**src/rtl/vga_timing_monitor.sv**
```systemverilog
// Receive-side VGA sync checker: rebuilds pixel position from hsync/vsync and checks line/frame geometry.
// Optional saturating error counter on port err_count when VGA_MON_ERRCNT_EN is defined.
module vga_timing_monitor #(
  parameter int H_VIZ       = 640,
  parameter int H_PULSE     = 96,
  parameter int H_BP        = 48,
  parameter int H_FP        = 16,
  parameter int H_SYNC      = 800,
  parameter int V_VIZ       = 480,
  parameter int V_PULSE     = 2,
  parameter int V_BP        = 33,
  parameter int V_FP        = 10,
  parameter int V_SYNC      = 525,
  parameter int LOCK_FRAMES = 2
) (
  input  logic        clk_vga,
  input  logic        rst_vga,
  input  logic        hsync_in,
  input  logic        vsync_in,
  output logic [9:0]  h_pos,
  output logic [9:0]  v_pos,
  output logic        visible,
  output logic [9:0]  pix_x,
  output logic [9:0]  pix_y,
  output logic        locked,
  output logic        err,
  output logic [1:0]  err_code
`ifdef VGA_MON_ERRCNT_EN
  ,
  output logic [15:0] err_count
`endif
);

  localparam logic [9:0] POS_MAX      = 10'h3FF;
  localparam logic [9:0] H_PULSE_LAST = 10'(H_PULSE - 1);
  localparam logic [9:0] H_LAST       = 10'(H_SYNC - 1);
  localparam logic [9:0] H_WDOG       = 10'(H_SYNC + H_FP);
  localparam logic [9:0] H_ACT_START  = 10'(H_PULSE + H_BP);
  localparam logic [9:0] H_ACT_END    = 10'(H_SYNC - H_FP);
  localparam logic [9:0] V_LAST       = 10'(V_SYNC - 1);
  localparam logic [9:0] V_ACT_START  = 10'(V_PULSE + V_BP);
  localparam logic [9:0] V_ACT_END    = 10'(V_SYNC - V_FP);
  localparam logic [3:0] LOCK_N       = 4'(LOCK_FRAMES);

  if ((H_PULSE + H_BP + H_VIZ + H_FP != H_SYNC) ||
      (V_PULSE + V_BP + V_VIZ + V_FP != V_SYNC) ||
      (LOCK_FRAMES < 1) || (LOCK_FRAMES > 15)) begin : g_param_check
    $error("vga_timing_monitor: inconsistent timing parameters");
  end

  typedef enum logic [1:0] {SEARCH, CHECK, LOCKED} state_t;

  state_t     state_q, state_d;
  logic [3:0] good_cnt_q, good_cnt_d;
  logic       hs_q, vs_q, v_pend;
  logic       hfall, hrise, vfall, frame_start, armed;
  logic       e_line, e_hsync, e_frame, any_err;
  logic [1:0] code_d;
  logic       h_in_win, v_in_win;

  assign hfall       = hs_q & ~hsync_in;
  assign hrise       = ~hs_q & hsync_in;
  assign vfall       = vs_q & ~vsync_in;
  assign frame_start = hfall & (vfall | v_pend);
  assign armed       = (state_q != SEARCH);

  // The watchdog fires only on the single cycle h_pos passes H_WDOG, so a stall reports once.
  assign e_line  = armed & ((hfall & (h_pos != H_LAST)) | (~hfall & (h_pos == H_WDOG)));
  assign e_hsync = armed & hrise & (h_pos != H_PULSE_LAST);
  assign e_frame = armed & frame_start & (v_pos != V_LAST);
  assign any_err = e_line | e_hsync | e_frame;

  always_comb begin
    code_d = 2'b11;
    if (e_line)
      code_d = 2'b01;
    else if (e_hsync)
      code_d = 2'b10;
  end

  always_ff @(posedge clk_vga or posedge rst_vga) begin
    if (rst_vga) begin
      hs_q     <= 1'b0;
      vs_q     <= 1'b0;
      v_pend   <= 1'b0;
      h_pos    <= '0;
      v_pos    <= '0;
      err      <= 1'b0;
      err_code <= 2'b00;
    end else begin
      hs_q <= hsync_in;
      vs_q <= vsync_in;
      if (hfall)
        h_pos <= '0;
      else if (h_pos != POS_MAX)
        h_pos <= h_pos + 10'd1;
      // A vsync fall between hsync falls is held until the next line start consumes it.
      if (hfall) begin
        v_pend <= 1'b0;
        if (vfall | v_pend)
          v_pos <= '0;
        else if (v_pos != POS_MAX)
          v_pos <= v_pos + 10'd1;
      end else if (vfall) begin
        v_pend <= 1'b1;
      end
      err <= any_err;
      if (any_err)
        err_code <= code_d;
    end
  end

  always_ff @(posedge clk_vga or posedge rst_vga) begin
    if (rst_vga) begin
      state_q    <= SEARCH;
      good_cnt_q <= '0;
    end else begin
      state_q    <= state_d;
      good_cnt_q <= good_cnt_d;
    end
  end

  always_comb begin
    state_d    = state_q;
    good_cnt_d = good_cnt_q;
    case (state_q)
      SEARCH: begin
        if (frame_start) begin
          state_d    = CHECK;
          good_cnt_d = '0;
        end
      end
      CHECK: begin
        if (any_err) begin
          state_d = SEARCH;
        end else if (frame_start) begin
          good_cnt_d = good_cnt_q + 4'd1;
          if (good_cnt_q + 4'd1 == LOCK_N)
            state_d = LOCKED;
        end
      end
      LOCKED: begin
        if (any_err)
          state_d = SEARCH;
      end
      default: state_d = SEARCH;
    endcase
  end

  assign locked   = (state_q == LOCKED);
  assign h_in_win = (h_pos >= H_ACT_START) && (h_pos < H_ACT_END);
  assign v_in_win = (v_pos >= V_ACT_START) && (v_pos < V_ACT_END);
  assign visible  = locked & h_in_win & v_in_win;
  assign pix_x    = visible ? (h_pos - H_ACT_START) : '0;
  assign pix_y    = visible ? (v_pos - V_ACT_START) : '0;

`ifdef VGA_MON_ERRCNT_EN
  always_ff @(posedge clk_vga or posedge rst_vga) begin
    if (rst_vga)
      err_count <= '0;
    else if (any_err && (err_count != 16'hFFFF))
      err_count <= err_count + 16'd1;
  end
`endif

endmodule

```
**config.mk**
```make
export PLATFORM = sky130hd
export DESIGN_NAME = vga_timing_monitor
export DESIGN_NICKNAME = d
export VERILOG_FILES = /design/src/rtl/vga_timing_monitor.sv
export SDC_FILE = /design/constraint.sdc
export NUM_CORES = 1
export LEC_CHECK = 0
export ABC_AREA = 1
export BUFFER_PORTS_ARGS = -buffer_cell sky130_fd_sc_hd__buf_4
export CAP_MARGIN = 0
export CORE_MARGIN = 1.5
export CORE_UTILIZATION = 50
export CTS_CLUSTER_SIZE = 14
export DETAILED_ROUTE_END_ITERATION = 7
export HOLD_SLACK_MARGIN = 0.02
export PLACE_DENSITY = 0.75
export SETUP_SLACK_MARGIN = 0.05
export SLEW_MARGIN = 20
export SYNTH_ARGS = -nofsm -noshare
export SYNTH_HDL_FRONTEND = slang
export SYNTH_SLANG_ARGS = --single-unit
export TNS_END_PERCENT = 20
```
**constraint.sdc**
```tcl
create_clock -name clk_vga -period 3.45 [get_ports clk_vga]
set_input_delay 0.69 -clock clk_vga [delete_from_list [all_inputs] [get_ports clk_vga]]
set_output_delay 0.69 -clock clk_vga [all_outputs]
set_load 0.1 [all_outputs]
```
# Yosys cells after proc, flatten, opt, wreduce, memory -nomap -nowiden
# Index checks and enable logic that the tools add are counted.
[totals] reg_bits=32 in_bits=4
[op_classes] n_eq_ne=15 mux=20 bitwise_logic=21 n_reduce_logical=11 magnitude_cmp=4 n_addsub=5
[ops] op="$mux 10" n=6
[ops] op="$ne 10x10->1 const B" n=4
[ops] op="$add 10x1->10 const B" n=2
[ops] op="$lt 10x10->1 const B" n=2
[ops] op="$and 1x1->1" n=13
[ops] op="$mux 2" n=6
[ops] op="$mux 4" n=3
[ops] op="$eq 10x10->1 const B" n=1
[ops] op="$ge 10x6->1 const B" n=1
[ops] op="$ge 10x8->1 const B" n=1
[ops] op="$ne 10x7->1 const B" n=1
[ops] op="$reduce_bool 2->1" n=5
[ops] op="$sub 10x6->10 const B" n=1
[ops] op="$sub 10x8->10 const B" n=1
[ops] op="$pmux 4 s2" n=1
[ops] op="$reduce_and 4->1" n=2
[ops] op="$ne 2x2->1 const B" n=3
[ops] op="$ne 3x3->1 const B" n=2
[ops] op="$pmux 2 s3" n=1
[ops] op="$add 4x1->4 const B" n=1
[ops] op="$eq 4x2->1 const B" n=1
[ops] op="$not 1->1" n=4
[ops] op="$or 1x1->1" n=4
[ops] op="$mux 1" n=3
[ops] op="other kinds (6)" n=7

# Longest topological paths before layout
# Gate-level depths: netlist of the first run.
[depth] depth_word=10 mapped_depth=11 mapped_depth_nobuf=11

# Worst setup path after synthesis of the first run
# Ideal clock, no wire load.
[synth_timing] kind="register to output" start="register state_q[0]" end="output pix_x[7]" setup_slack_ps=-1614 arrival_ps=4374 stages_incl_launch_ff=6 path_buffers=0 cell_sequence="dfrtp_1 -> nor2_1 -> nand3_1 -> nor2_4 -> nand2_1 -> a31oi_1"
[synth_between] elab_chain_len=4
[synth_lines] item="start: declaration" line_no="53" rtl="state_t state_q, state_d;"
[synth_lines] item="start signal: assignment" line_no="118" rtl="state_q <= state_d;"
[synth_lines] item="$eq 2x2->1" line_no="150" rtl="assign locked = (state_q == LOCKED);"
[synth_lines] item="named net locked" line_no="25" rtl="output logic locked,"
[synth_lines] item="$and 1x1->1 (2 in a row)" line_no="153" rtl="assign visible = locked & h_in_win & v_in_win;"
[synth_lines] item="named net visible" line_no="22" rtl="output logic visible,"
[synth_lines] item="$mux 10" line_no="154" rtl="assign pix_x = visible ? (h_pos - H_ACT_START) : '0;"
[synth_lines] item="end: declaration" line_no="23" rtl="output logic [9:0] pix_x,"
# The timed path passes the listed nets, and every way through them passes these cells.

# Final worst setup path of the first run
[layout_timing] start="register v_pos[0]" end="output pix_x[6]"
[layout_between] elab_chain_len=4 word_cells_on_any_way=5
[layout_lines] item="start: declaration" line_no="21" rtl="output logic [9:0] v_pos,"
[layout_lines] item="start signal: assignment" line_no="103" rtl="v_pos <= v_pos + 10'd1;"
[layout_lines] item="$ge 10x6->1 / $lt 10x10->1 (equally long branches)" line_no="152" rtl="assign v_in_win = (v_pos >= V_ACT_START) && (v_pos < V_ACT_END);"
[layout_lines] item="$logic_and 1x1->1 (*)" line_no="152"
[layout_lines] item="$and 1x1->1 (*)" line_no="153"
[layout_lines] item="$mux 10 (*)" line_no="154"
# Mark *: on every way between the ends. The rest lies on a longest branch, timed or not.

==> impl_metrics.csv, run 1 <==
group,metric,value,unit
worst_setup_path,path_delay_family,"flip-flops",
placement,dp_hpwl,4.17,mm
power_and_ir_drop,p_leak,1.38,nW
worst_setup_path,arrival,2.20,ns
timing,rsz0062_at_grt,"false",
worst_setup_path,path_cells,"ha_4, inv_2, nand2_2, o21ai_1, nand2_1, nor2_4, inv_8, a21oi_4, buf_4",
worst_setup_path,path_buf_inv,3,
timing,final.period_utilization,83.8,%
final_layout,final_cells,389,
placement,gp_congestion,0.844,
synthesis,synth_warnings,0,
synthesis,yosys.area_share.adder,5.13,%
timing,setup_viol,0,
route,drcViolationCount,0,
final_layout,nets,351,
timing,drv_slew,0,
floorplan,dieArea,4800,sq um
power_and_ir_drop,finalPower,1.57,mW
clock_tree,cts-buffers-inserted,5,
worst_setup_path,max_stage_delay,0.53,ns
synthesis,synth_top_family_by_area,"simple AND/OR/NAND/NOR gates",
power_and_ir_drop,ir_drop,0.438,mV
final_layout,stdcell_area,2940,sq um
run_status,outcome,"finished, final reports clean",
floorplan,die_h,69.3,microns
clock_tree,cts_setup_buffers,0,
clock_tree,ctsHoldBuffers,0,
final_layout,num_antenna_cells,0,
route,wl,5.42,mm
timing,slew_headroom,37.5,%
synthesis,synth_cells,284,
route,drt_iter0_markers,134,
synthesis,synth_mux_area_share,0,%
synthesis,yosysUniqueCellTypes,36,
clock_tree,cts_tree,"built",
grt,grt-ovfl-total,0,
synthesis,synth_flop_cell,"dfrtp_1",
placement,dpl_cell_area,2830,sq um
power_and_ir_drop,powerDensity,533,nW/um^2
synthesis,synth_area,2200,sq um
grt,grt_pass1_wl,9.17,mm
synthesis,synth_compound_area_share,11.2,%
route,ant_nets,0,
synthesis,synth_edf_count,0,
final_layout,fillers,352,
final_layout,mostFrequentLayoutCells,"49 x nand2_1, 49 x buf_4, 27 x nor2_1",
worst_setup_path,crit_type,"register to primary output",
synthesis,synthArstFlopShare,100,%
clock_tree,cts-root-buf,"clkbuf_8",
clock_tree,cts.clk_slew.worst_paths,0.07,ns
floorplan,coreArea,4120,sq um
final_layout,post_route_cells_drive_above_1_share,40.4,%
floorplan,rows,23,
worst_setup_path,end_kind,"primary output",
worst_setup_path,reg2reg_depth,10,
timing,hold_violations,0,
clock_tree,clk_path_buf_depth,2,
route,vias_per_cell,5.20,
timing,tightestPinTransition,0.932,ns
flow_run,drv_cap,0,
placement,dpl.cell_count,381,
worst_setup_path,crit_fanout,19,
grt,grt_usage,23.9,%
synthesis,synth_xor_area_share,4.79,%
worst_setup_path,crit_slowest_cell,"dfrtp_4",
timing,tns,0,ns
grt,grt_max_degree,26,
timing,max_freq,0.346,GHz
floorplan,boundaryPins,49,
route,via_count,2023,
timing,finalCriticalPeriod,2.89,ns
floorplan,die_w,69.3,microns
clock_tree,h-tree-depth,2,
final_layout,synthToLayoutAreaGrowth,33.9,%
timing,worst_slack,0.560,ns
synthesis,syn-num-nets,297,
synthesis,synth_simple_gate_area_share,34.6,%
worst_setup_path,crit_required,2.76,ns
route,routedWlPerCell,13.9,microns
clock_tree,cts_resized,0,
clock_tree,clkLatencyLatePin,0.29,ns
grt,antenna_found_initial,0,
floorplan,initial_core_util,53.4,%
worst_setup_path,worst-path-stages,9,
timing,finClkSkew,0.00653,ns
placement,dp_worst_setup_slack,0.885,ns
synthesis,syn_area_per_cell,7.73,sq um
clock_tree,cts_sinks,32,
hold_path,min_path_type,"input port to async pin",
synthesis,synth-seq-cells,32,
placement,io_buffers,48,
worst_setup_path,crit_path_start_kind,"register",
synthesis,seq_area_frac_synth,36.5,%
grt,first_global_vias,1949,
route,first_pass_iters,4,
## worst register-to-register path: cells and delay by family (launching register included)
kind                     cells  cell delay, ns
flip-flops                   1            0.49
AND/OR/NAND/NOR              8            0.93
buffers and inverters        1            0.10
adder cells (fa/ha/maj)      1            0.20
## final timing paths
path | startpoint | endpoint | slack [ns]
setup / recovery | v_pos[0]$_DFFE_PP0P_ | pix_x[6] | 0.56
hold / removal | rst_vga | v_pos[6]$_DFFE_PP0P_ | 0.49
min in group clk_vga | err_code[1]$_DFFE_PP0P_ | err_code[1]$_DFFE_PP0P_ | 0.50
max in group asynchronous | rst_vga | err_code[0]$_DFFE_PP0P_ | 2.36
setup reg to reg | h_pos[4]$_DFFE_PP0P_ | h_pos[7]$_DFFE_PP0P_ | 1.63
hold reg to reg | err_code[1]$_DFFE_PP0P_ | err_code[1]$_DFFE_PP0P_ | 0.50
## through the flow
stage                     hold WS, ns  util [%]
after floorplan                 0.478         -
after global placement          0.465      68.7
after detailed placement        0.491      68.7
after CTS                       0.506      71.5
after global routing            0.495      71.5
final                           0.490      71.5
## cell usage after synthesis (3+ instances only)
| master | count | share of area (%) |
|---|---|---|
| nand4_1 | 6 | 1.7 |
| nand2_1 | 51 | 8.7 |
| inv_1 | 32 | 5.5 |
| a21oi_1 | 10 | 2.3 |
| ha_1 | 9 | 5.1 |
| dfrtp_1 | 32 | 36 |
| o21ai_1 | 6 | 1.4 |
| nand2_2 | 4 | 1.1 |
| nand3_1 | 18 | 4.1 |
| nor2_2 | 11 | 3.1 |
| nor2_4 | 3 | 1.5 |
| nand3_2 | 3 | 1.4 |
| xor2_1 | 11 | 4.4 |
| o21ai_0 | 16 | 3.6 |
| nor2_1 | 35 | 6.0 |
| nor3_1 | 6 | 1.4 |
| inv_2 | 5 | 0.85 |
| a31oi_1 | 4 | 1.1 |
## sequential cells by signal, summed over array words and instances, names as in the netlist
register	count
good_cnt_q	4
err_code	2
err	1
vs_q	1
state_q	2
v_pos	10
v_pend	1
hs_q	1
h_pos	10
## final cells by class
class	count	area [sq um]	share of cell area (%)
sequential	32	843	28.7
clock buffer	5	68.8	2.34
clock inverter	3	42.5	1.45
multi-input combinational	211	1400	47.5
inverter	39	159	5.40
tap	50	62.6	2.13
timing repair buffer	49	368	12.5
## per-layer routing
metal,wire [microns],track usage (%)
met4,106,9.15
met1,2420,31.3
met2,2640,38.5
met5,0,0
met3,252,5.23
## cell families after synthesis
| group | after synthesis |
|---|---|
| and+or+nand+nor | 147 |
| AOI/OAI and AO/OA | 43 |
| buffers and inverters | 41 |
| DFF | 32 |
| xor gates and xnor gates | 12 |
| adders and majority gates | 9 |
## where the power goes
part | leakage (nW) | internal [mW] | switching [mW] | total (mW)
Clock | 0.0541 | 0.214 | 0.151 | 0.364
Sequential | 0.392 | 0.445 | 0.0747 | 0.520
Combinational | 0.931 | 0.155 | 0.528 | 0.684
Power figures use the tool's default switching activity.
==> run 2, diff against run 1 <==
clock period = 2.9 ns   (was 3.45 ns; I/O delays follow)
==> run 2 against run 1 <==
Net effect: total power up 13%; first-iteration DRC count grew 10%; highest routed layer unchanged; sequential share of layout area about the same; die area unchanged; worst hold slack worse by 0.098 ns; global-route usage fell by 0.060 points; critical path depth unchanged; critical endpoint is now pix_x[7]; setup slack got worse by 0.39 ns; wire length shrank 1.8%; largest cell class unchanged; non-clock buffer count unchanged; via count rose by 2.7%; clock power fell by 8.2%.
==> impl_metrics.csv, run 2 (synthesis results as in run 1) <==
group,metric,value,unit
run_status,outcome,"finished, final reports clean",
final_layout,final_common_cell,"nand2_1",
worst_setup_path,reg2reg_depth,11,
timing,drv_slew,0,
timing,finalCriticalPeriod,2.73,ns
worst_setup_path,end_kind,"primary output",
power_and_ir_drop,seqPwrFrac,35.1,%
final_layout,reg_top3,"h_pos (10), v_pos (10), good_cnt_q (4)",
power_and_ir_drop,finalPower,1.77,mW
floorplan,dieArea,4800,sq um
flow_run,drv_cap,0,
floorplan,initial_core_util,53.4,%
final_layout,post_route_cells_drive_above_1_share,40.4,%
worst_setup_path,arrival,2.15,ns
route,drcViolationCount,0,
placement,io_buffers,48,
route,via_count,2077,
grt,grt_max_degree,33,
grt,grt_pass1_wl,9.20,mm
route,wl,5.32,mm
worst_setup_path,crit_required,2.32,ns
clock_tree,cts-buffers-inserted,5,
final_layout,mostFrequentLayoutCells,"49 x nand2_1, 47 x buf_4, 27 x inv_1",
timing,finClkSkew,0.00399,ns
final_layout,nets,351,
power_and_ir_drop,p_leak,1.38,nW
floorplan,die_w,69.3,microns
route,routedWlPerCell,13.7,microns
floorplan,die_h,69.3,microns
worst_setup_path,path_buf_inv,2,
route,dr.max_layer_used,"met4",
clock_tree,clkLatencyLatePin,0.28,ns
power_and_ir_drop,combPwrFrac,46.1,%
power_and_ir_drop,switching_power,0.883,mW
clock_tree,clk_path_buf_depth,2,
worst_setup_path,crit_type,"register to primary output",
route,drt_iter0_markers,148,
worst_setup_path,crit_path_start_kind,"register",
power_and_ir_drop,ir_drop,0.508,mV
route,wl_met3,324,microns
placement,gp_congestion,0.845,
placement,dp_hpwl,4.04,mm
clock_tree,cts-root-buf,"clkbuf_8",
power_and_ir_drop,p_int,0.888,mW
final_layout,synthToLayoutAreaGrowth,34.1,%
worst_setup_path,crit_fanout,5,
worst_setup_path,path_delay_family,"simple AND/OR/NAND/NOR gates",
clock_tree,h-tree-depth,2,
floorplan,rows,23,
clock_tree,cts_tree,"built",
clock_tree,cts.clk_slew.worst_paths,0.07,ns
worst_setup_path,cp_common_cell,"nand3_2",
timing,tightestPinTransition,0.424,ns
timing,rsz0062_at_grt,"true",
worst_setup_path,regToRegSetupSlack,1.08,ns
floorplan,coreArea,4120,sq um
placement,dpl_cell_area,2860,sq um
route,wl_met2,2.49,mm
timing,slew_headroom,71.8,%
timing,hold_violations,0,
grt,grt-ovfl-total,0,
power_and_ir_drop,pwr-share-clk,18.9,%
timing,max_freq,0.366,GHz
final_layout,stdcell_area,2950,sq um
power_and_ir_drop,powerDensity,601,nW/um^2
worst_setup_path,crit_start,"h_pos[0]$_DFFE_PP0P_",
final_layout,num_antenna_cells,0,
worst_setup_path,max_stage_delay,0.50,ns
final_layout,final_cells,389,
route,ant_nets,0,
worst_setup_path,path_cells,"inv_4, ha_1, nand4_1, nand3_2, nand3_2, nor2_4, nand2_1, a31oi_4, buf_4",
timing,worst_slack,0.168,ns
clock_tree,cts_sinks,32,
timing,setup_viol,0,
route,wl_met1,2.44,mm
grt,grt_usage,23.8,%
timing,final.period_utilization,94.2,%
placement,dp_worst_setup_slack,0.428,ns
grt,first_global_vias,1953,
worst_setup_path,r2r_start,"h_pos[5]$_DFFE_PP0P_",
worst_setup_path,rr_endpoint,"good_cnt_q[3]$_DFFE_PP0P_",
floorplan,boundaryPins,49,
worst_setup_path,crit_slowest_cell,"dfrtp_4",
route,first_pass_iters,4,
power_and_ir_drop,switching_share,49.9,%
placement,dpl.cell_count,381,
grt,antenna_found_initial,0,
hold_path,min_path_type,"input port to async pin",
route,vias_per_cell,5.34,
## run 2: cell count changes in the layout (fill, tap and decap cells not counted), sizes merged
cell / delta
clkbuf: +2
inv: +1
clkinv: -1
clkinvlp: -1
bufinv: -1
## run 2: cell type report
cell class	instances	area [sq um]
fillers	340	1170
flip-flops and latches	32	846
repair buffers	49	375
multi-input cells	211	1410
clock inverters	1	5.00
well taps	50	62.6
inverters	39	166
clock buffers	7	76.3
## run 2: worst max-delay path by stage
stage               slack, ns  cells past startpoint        to
detailed placement       0.43                      7  pix_y[7]
global route             0.01                      8  pix_x[7]
floorplan               -0.35                     10  pix_x[4]
CTS                      0.12                      7  pix_y[7]
finish                   0.17                      9  pix_x[7]
global placement         0.50                      9  pix_x[7]
## run 2: stage by stage
step                      hold WS [ns]  setup TNS (ns)  util [%]
after global placement           0.459               0      69.4
after CTS                        0.401               0      71.4
after floorplan                  0.478           -5.22         -
final                            0.391               0      71.6
after global routing             0.403               0      71.6
after detailed placement         0.477               0      69.4
## run 2: timing repair
item                                    in CTS  in global routing
hold buffers                                 0                  0
endpoints found under the setup margin       0                 17
setup buffers                                0                  0
resized for setup                            0                  3
## run 2: power by group through the flow
stage | clock network, mW | logic, mW | registers (mW)
CTS | 0.341 | 0.819 | 0.622
global placement | 0 | 0.806 | 0.627
global route | 0.359 | 0.881 | 0.637
floorplan | 0 | 0.319 | 0.960
finish | 0.334 | 0.816 | 0.621
detailed placement | 0 | 0.816 | 0.630
## run 2: per-layer routing
layer,global-route usage (%),vias to the layer above
met3,4.65,7
met1,33.4,962
met4,6.54,0
met2,37.5,77
li1,-,1031
met5,0,-
## run 2: tightest hold or removal path, stage by stage
cell,delay [ns]
buf_4,0.11
inv_1,0.04
buf_4,0.37
